**src/rtl/acc_ram_sweep_if.sv**
```systemverilog
// Request/response bundle between the control unit and the accumulator RAM.
// The control unit is the master. The RAM is the slave.
interface acc_ram_sweep_if #(
  parameter int unsigned A = 8,
  parameter int unsigned W = 16
) ();
  logic         enable;
  logic         read_en;
  logic         write_en;
  logic [A-1:0] addr;
  logic [W-1:0] datain;
  logic         zero_req;
  logic [W-1:0] dataout;
  logic         rvalid;
  logic         busy;
  logic         sweep_done;

  modport master (
    output enable, read_en, write_en, addr, datain, zero_req,
    input  dataout, rvalid, busy, sweep_done
  );

  modport slave (
    input  enable, read_en, write_en, addr, datain, zero_req,
    output dataout, rvalid, busy, sweep_done
  );
endinterface

```
**src/rtl/acc_ram_sweep.sv**
```systemverilog
// Single-port data/program RAM for the accumulator processor.
// Reads are write-first with a 1- or 2-cycle latency. A zeroing sweep runs one address per cycle.
module acc_ram_sweep #(
  parameter int unsigned A      = 8,
  parameter int unsigned W      = 16,
  parameter int unsigned RD_LAT = 1
) (
  input logic            clk,
  input logic            clear,
  acc_ram_sweep_if.slave bus
);

  typedef enum logic {IDLE, SWEEP} state_t;

  localparam logic [A:0] LAST_ADDR = {1'b0, {A{1'b1}}};

  state_t       state, state_nx;
  logic [A:0]   sweep_addr;
  logic         done_q;
  logic         busy_c;
  logic         last_sweep;
  logic         idle_access;
  logic         rd_req;
  logic         wr_req;
  logic [W-1:0] rd_data;
  logic [W-1:0] dout_q;
  logic         rvalid_q;

  // The declaration initialiser gives all-zero contents at time 0. Reset never touches the array.
  logic [W-1:0] mem [2**A] = '{default: '0};

  always_comb begin
    state_nx    = state;
    busy_c      = 1'b0;
    last_sweep  = 1'b0;
    idle_access = 1'b0;
    case (state)
      IDLE: begin
        if (bus.zero_req) state_nx = SWEEP;
        else              idle_access = bus.enable;
      end
      SWEEP: begin
        busy_c = 1'b1;
        if (sweep_addr == LAST_ADDR) begin
          last_sweep = 1'b1;
          state_nx   = IDLE;
        end
      end
    endcase
  end

  assign rd_req  = idle_access && bus.read_en;
  assign wr_req  = idle_access && bus.write_en;
  assign rd_data = bus.write_en ? bus.datain : mem[bus.addr];

  always_ff @(posedge clk) begin
    if (clear) begin
      state      <= IDLE;
      sweep_addr <= '0;
      done_q     <= 1'b0;
    end else begin
      state  <= state_nx;
      done_q <= last_sweep;
      if (state == SWEEP) sweep_addr <= sweep_addr + (A+1)'(1);
      else                sweep_addr <= '0;
    end
  end

  // No write lands on the edge where clear is asserted, including an in-flight sweep write.
  always_ff @(posedge clk) begin
    if (!clear) begin
      if (state == SWEEP) mem[sweep_addr[A-1:0]] <= '0;
      else if (wr_req)    mem[bus.addr]          <= bus.datain;
    end
  end

  generate
    if (RD_LAT == 1) begin : g_lat1
      always_ff @(posedge clk) begin
        if (clear) begin
          dout_q   <= '0;
          rvalid_q <= 1'b0;
        end else begin
          rvalid_q <= rd_req;
          if (rd_req) dout_q <= rd_data;
        end
      end
    end else begin : g_lat2
      logic [W-1:0] s1_data;
      logic         s1_valid;

      always_ff @(posedge clk) begin
        if (clear) begin
          s1_valid <= 1'b0;
          dout_q   <= '0;
          rvalid_q <= 1'b0;
        end else begin
          s1_valid <= rd_req;
          rvalid_q <= s1_valid;
          if (rd_req)   s1_data <= rd_data;
          if (s1_valid) dout_q  <= s1_data;
        end
      end
    end
  endgenerate

  assign bus.dataout    = dout_q;
  assign bus.rvalid     = rvalid_q;
  assign bus.busy       = busy_c;
  assign bus.sweep_done = done_q;

endmodule

```
**src/flat_wrapper.sv**
```systemverilog
// flat-port wrapper written by rule: the top's interface ports become plain ports
module acc_ram_sweep_flat 
#(
  parameter int unsigned A      = 8,
  parameter int unsigned W      = 16,
  parameter int unsigned RD_LAT = 1
)
  (clk, clear, bus_enable, bus_read_en, bus_write_en, bus_addr, bus_datain, bus_zero_req, bus_dataout, bus_rvalid, bus_busy, bus_sweep_done);
  acc_ram_sweep_if #(.A(A), .W(W)) bus_i ();
  input logic clk;
  input logic clear;
  input wire logic [$bits(bus_i.enable)-1:0] bus_enable;
  input wire logic [$bits(bus_i.read_en)-1:0] bus_read_en;
  input wire logic [$bits(bus_i.write_en)-1:0] bus_write_en;
  input wire logic [$bits(bus_i.addr)-1:0] bus_addr;
  input wire logic [$bits(bus_i.datain)-1:0] bus_datain;
  input wire logic [$bits(bus_i.zero_req)-1:0] bus_zero_req;
  output wire logic [$bits(bus_i.dataout)-1:0] bus_dataout;
  output wire logic [$bits(bus_i.rvalid)-1:0] bus_rvalid;
  output wire logic [$bits(bus_i.busy)-1:0] bus_busy;
  output wire logic [$bits(bus_i.sweep_done)-1:0] bus_sweep_done;
  assign bus_i.enable = bus_enable;
  assign bus_i.read_en = bus_read_en;
  assign bus_i.write_en = bus_write_en;
  assign bus_i.addr = bus_addr;
  assign bus_i.datain = bus_datain;
  assign bus_i.zero_req = bus_zero_req;
  assign bus_dataout = bus_i.dataout;
  assign bus_rvalid = bus_i.rvalid;
  assign bus_busy = bus_i.busy;
  assign bus_sweep_done = bus_i.sweep_done;
  acc_ram_sweep #(.A(A), .W(W), .RD_LAT(RD_LAT)) u_core (.clk(clk), .clear(clear), .bus(bus_i));
endmodule
```
**config.mk**
```make
export PLATFORM = sky130hd
export DESIGN_NAME = acc_ram_sweep_flat
export DESIGN_NICKNAME = d
export VERILOG_FILES = /design/src/rtl/acc_ram_sweep_if.sv /design/src/rtl/acc_ram_sweep.sv /design/src/flat_wrapper.sv
export SDC_FILE = /design/constraint.sdc
export NUM_CORES = 2
export LEC_CHECK = 0
export BUFFER_PORTS_ARGS = -buffer_cell sky130_fd_sc_hd__clkbuf_2
export CAP_MARGIN = 20
export CORE_UTILIZATION = 60
export CTS_CLUSTER_DIAMETER = 80
export DETAILED_ROUTE_END_ITERATION = 6
export MAX_ROUTING_LAYER = met4
export PLACE_DENSITY = 0.76
export SETUP_SLACK_MARGIN = 0.3
export SYNTH_ARGS = -nofsm -noshare
export SYNTH_HDL_FRONTEND = slang
export SYNTH_SLANG_ARGS = --single-unit
```
**constraint.sdc**
```tcl
create_clock -name clk -period 7.6 [get_ports clk]
set_input_delay 0.38 -clock clk [delete_from_list [all_inputs] [get_ports clk]]
set_output_delay 0.38 -clock clk [all_outputs]
set_load 0.1 [all_outputs]
```
-- Word-level counts from Yosys, hierarchy flattened
Memories as Yosys holds them, arrays and structs flattened. A register that Yosys moved wholly into a read port is not among the register bits.
Cells that the tools add are included.
W data, S select, Z words.
- magnitude comparators: 0
- add/subtract/negate cells: 1
- divide/modulo/power cells: 0
- equality and inequality tests: 1
- multiplexer cells: 16
- $mul: 0
- bitwise gates (word level): 1
- reductions and logical operators: 4
- shift operators: 0
- operator list (kind ; number):
    $mux W16 ; 1
    $reduce_or A16 Y1 ; 1
    $mux W1 ; 13
    $add A9 B1 Y9 const B ; 1
    $eq A9 B8 Y1 const B ; 1
    $mux W8 ; 1
    $logic_and A1 B1 Y1 ; 2
    $pmux W1 S2 ; 1
    $reduce_or A2 Y1 ; 1
    $not A1 Y1 ; 1
- bits in writable memories: 4096
- memories: 1
- logic and storage cells: 28
- memory bits (read-only): 0
- bits in latches: 0
- register bits after elaboration: 12
- memory list (memory ; depth ; width ; rd ports ; clocked after Yosys merged registers in ; wr ports ; RTL line ; text):
    u_core.mem ; 256 ; 16 ; 1 ; 1 ; 1 ; acc_ram_sweep.sv:30 ; logic [W-1:0] mem [2**A] = '{default: '0};

-- Logic depth before layout (Yosys ltp)
- depth in word-level cells: 9
- depth in mapped cells: 14

-- Worst setup path before layout
No wires, ideal clock.
- path kind: flip-flop to flip-flop
- start point: register u_core.state
- end point: memory u_core.mem[0][11], data pin
- slack: 1537 ps
- library setup time: 873 ps
- stages on the path, launching flop included: 7
- clock period less this slack: 6063 ps
- data arrival time: 5190 ps
- path through: dfxtp_1 -> nor3b_1 -> and3b_1 -> clkbuf_1 -> buf_2 -> clkbuf_1 -> and2_1
- longest elaborated chain between the ends: 8
- ends and longest elaborated chain (item ; RTL line ; text):
    start: declaration ; acc_ram_sweep.sv:17 ; state_t state, state_nx;
    start signal: assignment ; acc_ram_sweep.sv:62 ; state <= state_nx;
    $mux W1 ; acc_ram_sweep.sv:37 ; case (state)
    $logic_and A1 B1 Y1 ; acc_ram_sweep.sv:53 ; assign wr_req = idle_access && bus.write_en;
    $mux W1 ; acc_ram_sweep.sv:73 ; else if (wr_req) mem[bus.addr] <= bus.datain;
    $mux W1 (*) ; acc_ram_sweep.sv:72 ; if (state == SWEEP) mem[sweep_addr[A-1:0]] <= '0;
    $mux W1 (*) ; acc_ram_sweep.sv:71 ; if (!clear) begin
    $mux W1 (not written as such) (*) ; acc_ram_sweep.sv:73 ;
    $reduce_or A16 Y1 (no source line) (*) ; - ;
    $mux W16 (no source line) (*) ; - ;
    end: declaration ; acc_ram_sweep.sv:30 ;
Mark *: on every way between the ends. The rest lies on a longest branch, timed or not.

-- Worst setup path after layout
- start point: register u_core.state
- end point: memory u_core.mem[60][12], enable pin
- longest elaborated chain between the ends: 8
- elaborated cells between the ends (all ways): 12
- those cells by class: 10 x mux; 2 x reduce/logical
- ends and longest elaborated chain (item ; RTL line):
    $mux W1 ; acc_ram_sweep.sv:37
    $logic_and A1 B1 Y1 ; acc_ram_sweep.sv:53
    $mux W1 ; acc_ram_sweep.sv:73
    $mux W1 ; acc_ram_sweep.sv:72
    $mux W1 ; acc_ram_sweep.sv:71
    $mux W1 (not written as such) ; acc_ram_sweep.sv:73
    $reduce_or A16 Y1 (no source line) ; -
    $mux W8 (no source line) / $mux W1 (equally long branches) ; -
Several ways; a longest one is shown, not always the timed one.

==> results.cfg <==
[finish]
area_growth_pct = 11.2
fin_area_um2 = 177000
fin_cells = 11500
drive_gt1_share_pct = 25.2
nets = 7674
postLayoutCoreUtil_pct = 67.3

[critical_path]
cp_cell_sequence = nor3b_1 -> buf_4 -> and3b_2 -> a31oi_1 -> or2_2 -> nand2b_2 -> nor2_1 -> buf_4
critPathLaunchType = register
cpMostUsedCell = buf_4
required_ns = 8.29
crit_fanout = 42
max_stage_delay_ns = 1.02
cp_slowest_cell = nor2_1
reg2regPathDepth = 8
path_class = reg -> reg
endpoint_kind = register
cp.arrival_ns = 5.46

[placement]
routabilityCongestion = 0.997
dp_hpwl_um = 248000
io_buffers = 48
placed_cell_area_um2 = 165000
dp.cells = 10700

[drt]
viasPerCell = 7.18
antenna_left = 0
wl_um = 440000
drcViolationCount = 22
via_count = 82500
routedWlPerCell_um = 38.2
firstDrtPassIters = 7
drt_iter0_markers = 14400

[power_and_ir_drop]
power_switching_share_pct = 21.0
p_int_mw = 36.4
power_mw = 46.0
p_leak_nw = 56.3
powerDensity_nw_per_um2 = 259
pwr-share-clk_pct = 41.8
power_frac_comb_pct = 4.4
power.switching_mw = 9.68
power_frac_seq_pct = 53.7
vdd_drop_max_v = 0.000278

[timing]
tns_ns = 0
max_freq_ghz = 0.210
hold_viol = 0
rsz0062_at_grt = no
slew_headroom_pct = -9.80
clock_skew_ns = 0.111
fin_crit_sh_pct = 62.7
max_slew.worst_pin.slew_ns = 1.65
period_minus_slack_ns = 4.77
setup_violations = 0
slew_viol_final = 98

[logic_synthesis]
syn_area_um2 = 160000
ys_seq_elements = 4124
synth_edf_count = 4096
syn-num-nets = 7228
synth.distinct_cells = 74
synth_ff_type = edfxtp_1
synth-seq-area-share_pct = 77.4
syn_inst = 7196
ys_async_sr_fraction_pct = 0
avgSynthCellArea_um2 = 22.2
ys.warnings.count = 0

[clock_tree]
cts_tree = yes
cts-root-buf = clkbuf_16
postCtsSetupBuffers = 0
cts_resized = 0
cts_inserted_buffers = 413
htreeDepth = 5
clk_path_buf_depth = 4
hold_buffers = 5
cts.sinks = 4124
path_clk_slew_ns = 0.07
clk_latency_ns = 1.04

[hold_path]
hold_path_depth = 2
hold_class = in -> reg

[floorplanning]
die_area_um2 = 268000
io_pins = 49
die_h_um = 518
core_area_um2 = 263000
start_util_pct = 60.6
rows = 188
die_w_um = 518

[grt]
grt_pass1_wl_um = 612000
grt_start_max_net_pins = 194
grt_antenna_before_repair = 24
grt_use_total_pct = 33.7
first_global_vias = 80600
gr-total-overflow = 0

[job]
maxCapViolCount = 0

[outcome]
run_status = finished with violations
violations = design-rule violations, max-slew violations
## layer usage
layer  vias up  GRT usage [%]  routed length [µm]
met5         -              -                   0
met4         0           17.5               27700
met3      1386           9.16               60700
met2      7267           49.6              204000
met1     42500           43.5              147000
li1      31300              -                   -
## critical path, delay by kind of cell (launching register included)
kind,cells,cell delay (ns)
simple gates,5,3.24
buf+inv,2,0.47
compound gates,1,0.29
flops,1,0.34
## cells in the final DEF, fill, tap and decap left out, types with 15 or more instances in the layout
master        n
a21oi_1     109
nor3_1       37
clkbuf_1     82
o22ai_1      54
a22o_1       47
mux4_2      907
or3_1        15
o21ai_0      69
buf_12       36
or2_2        19
buf_4       353
nor4_1       15
a211oi_1     26
clkbuf_16   418
and2_4       17
clkinv_2     69
a221oi_1     60
nor2_1      253
diode_2      26
a31oi_1      25
nor2_2       31
clkbuf_2     44
bufinv_16    25
nand3_1      46
mux4_1       59
nand2_1     216
nand2b_1     22
a22oi_1     173
edfxtp_1   4096
mux2i_1     271
dfxtp_1      28
clkinv_1    112
## cell families after synthesis
group	after synthesis	share of synthesized area (%)
fa+ha+maj	2	0.0157
xor+xnor	6	0.0329
flops	4124	77.4
compound gates	641	2.81
simple gates	751	2.13
buf+inv	428	2.04
mux	1244	15.5
## synth_stat cells (15+ instances only)
library cell,number,area [µm²]
a211oi_1,29,218
a21oi_1,109,546
a221oi_1,60,526
a22o_1,47,412
a22oi_1,173,1300
a31oi_1,26,163
and2_1,28,175
buf_12,22,440
buf_2,102,510
buf_4,44,330
buf_6,60,676
buf_8,28,420
clkbuf_1,128,480
clkbuf_8,22,303
dfxtp_1,28,561
edfxtp_1,4096,123000
mux2i_1,271,2710
mux4_1,59,1550
mux4_2,907,20400
nand2_1,216,811
nand2b_1,29,181
nand3_1,46,230
nor2_1,287,1080
nor3_1,37,185
nor4_1,16,100
o21ai_0,69,345
o22ai_1,54,338
or2_2,19,119
or3_1,15,93.8
## cell type report
type | instances | area, µm²
antenna | 26 | 65.1
clock buffer | 500 | 10800
clock inverter | 228 | 1770
fill | 15700 | 86000
inverter | 6 | 32.5
multi-input combinational | 2644 | 33000
sequential | 4124 | 124000
tap | 3515 | 4400
timing repair buffer | 453 | 3840
## flip-flops by register name, indices dropped and copies added, names as in the netlist
| name | count |
|---|---|
| u_core.sweep_addr | 9 |
| u_core.mem | 4096 |
| u_core.state | 1 |
| u_core.bus.rvalid | 1 |
| u_core.bus.dataout | 16 |
| u_core.bus.sweep_done | 1 |
## stage by stage
step	setup slack [ns]	hold WS, ns
after floorplan	1.54	0.452
after global placement	2.37	0.499
after detailed placement	2.78	0.500
after CTS	2.99	0.0381
after global routing	2.72	0.0757
final	2.83	0.0769
## power by group through the flow
| stage | registers (mW) | logic, mW | clock network [mW] |
|---|---|---|---|
| floorplan | 25.3 | 1.30 | 0 |
| global placement | 25.2 | 1.93 | 0 |
| detailed placement | 25.2 | 1.96 | 0 |
| CTS | 24.7 | 1.99 | 19.3 |
| global route | 24.7 | 2.08 | 20.1 |
| finish | 24.7 | 2.04 | 19.3 |
## path summary, 6_finish.rpt
check | from | to | slack [ns]
worst min-delay path | bus_datain[1] | u_core.mem[192][1] | 0.08
worst max register to register | u_core.state | u_core.mem[60][12] | 2.83
worst max-delay path | u_core.state | u_core.mem[60][12] | 2.83
worst min register to register | u_core.sweep_addr[0] | u_core.sweep_addr[0] | 0.53
Power figures use the tool's default switching activity.
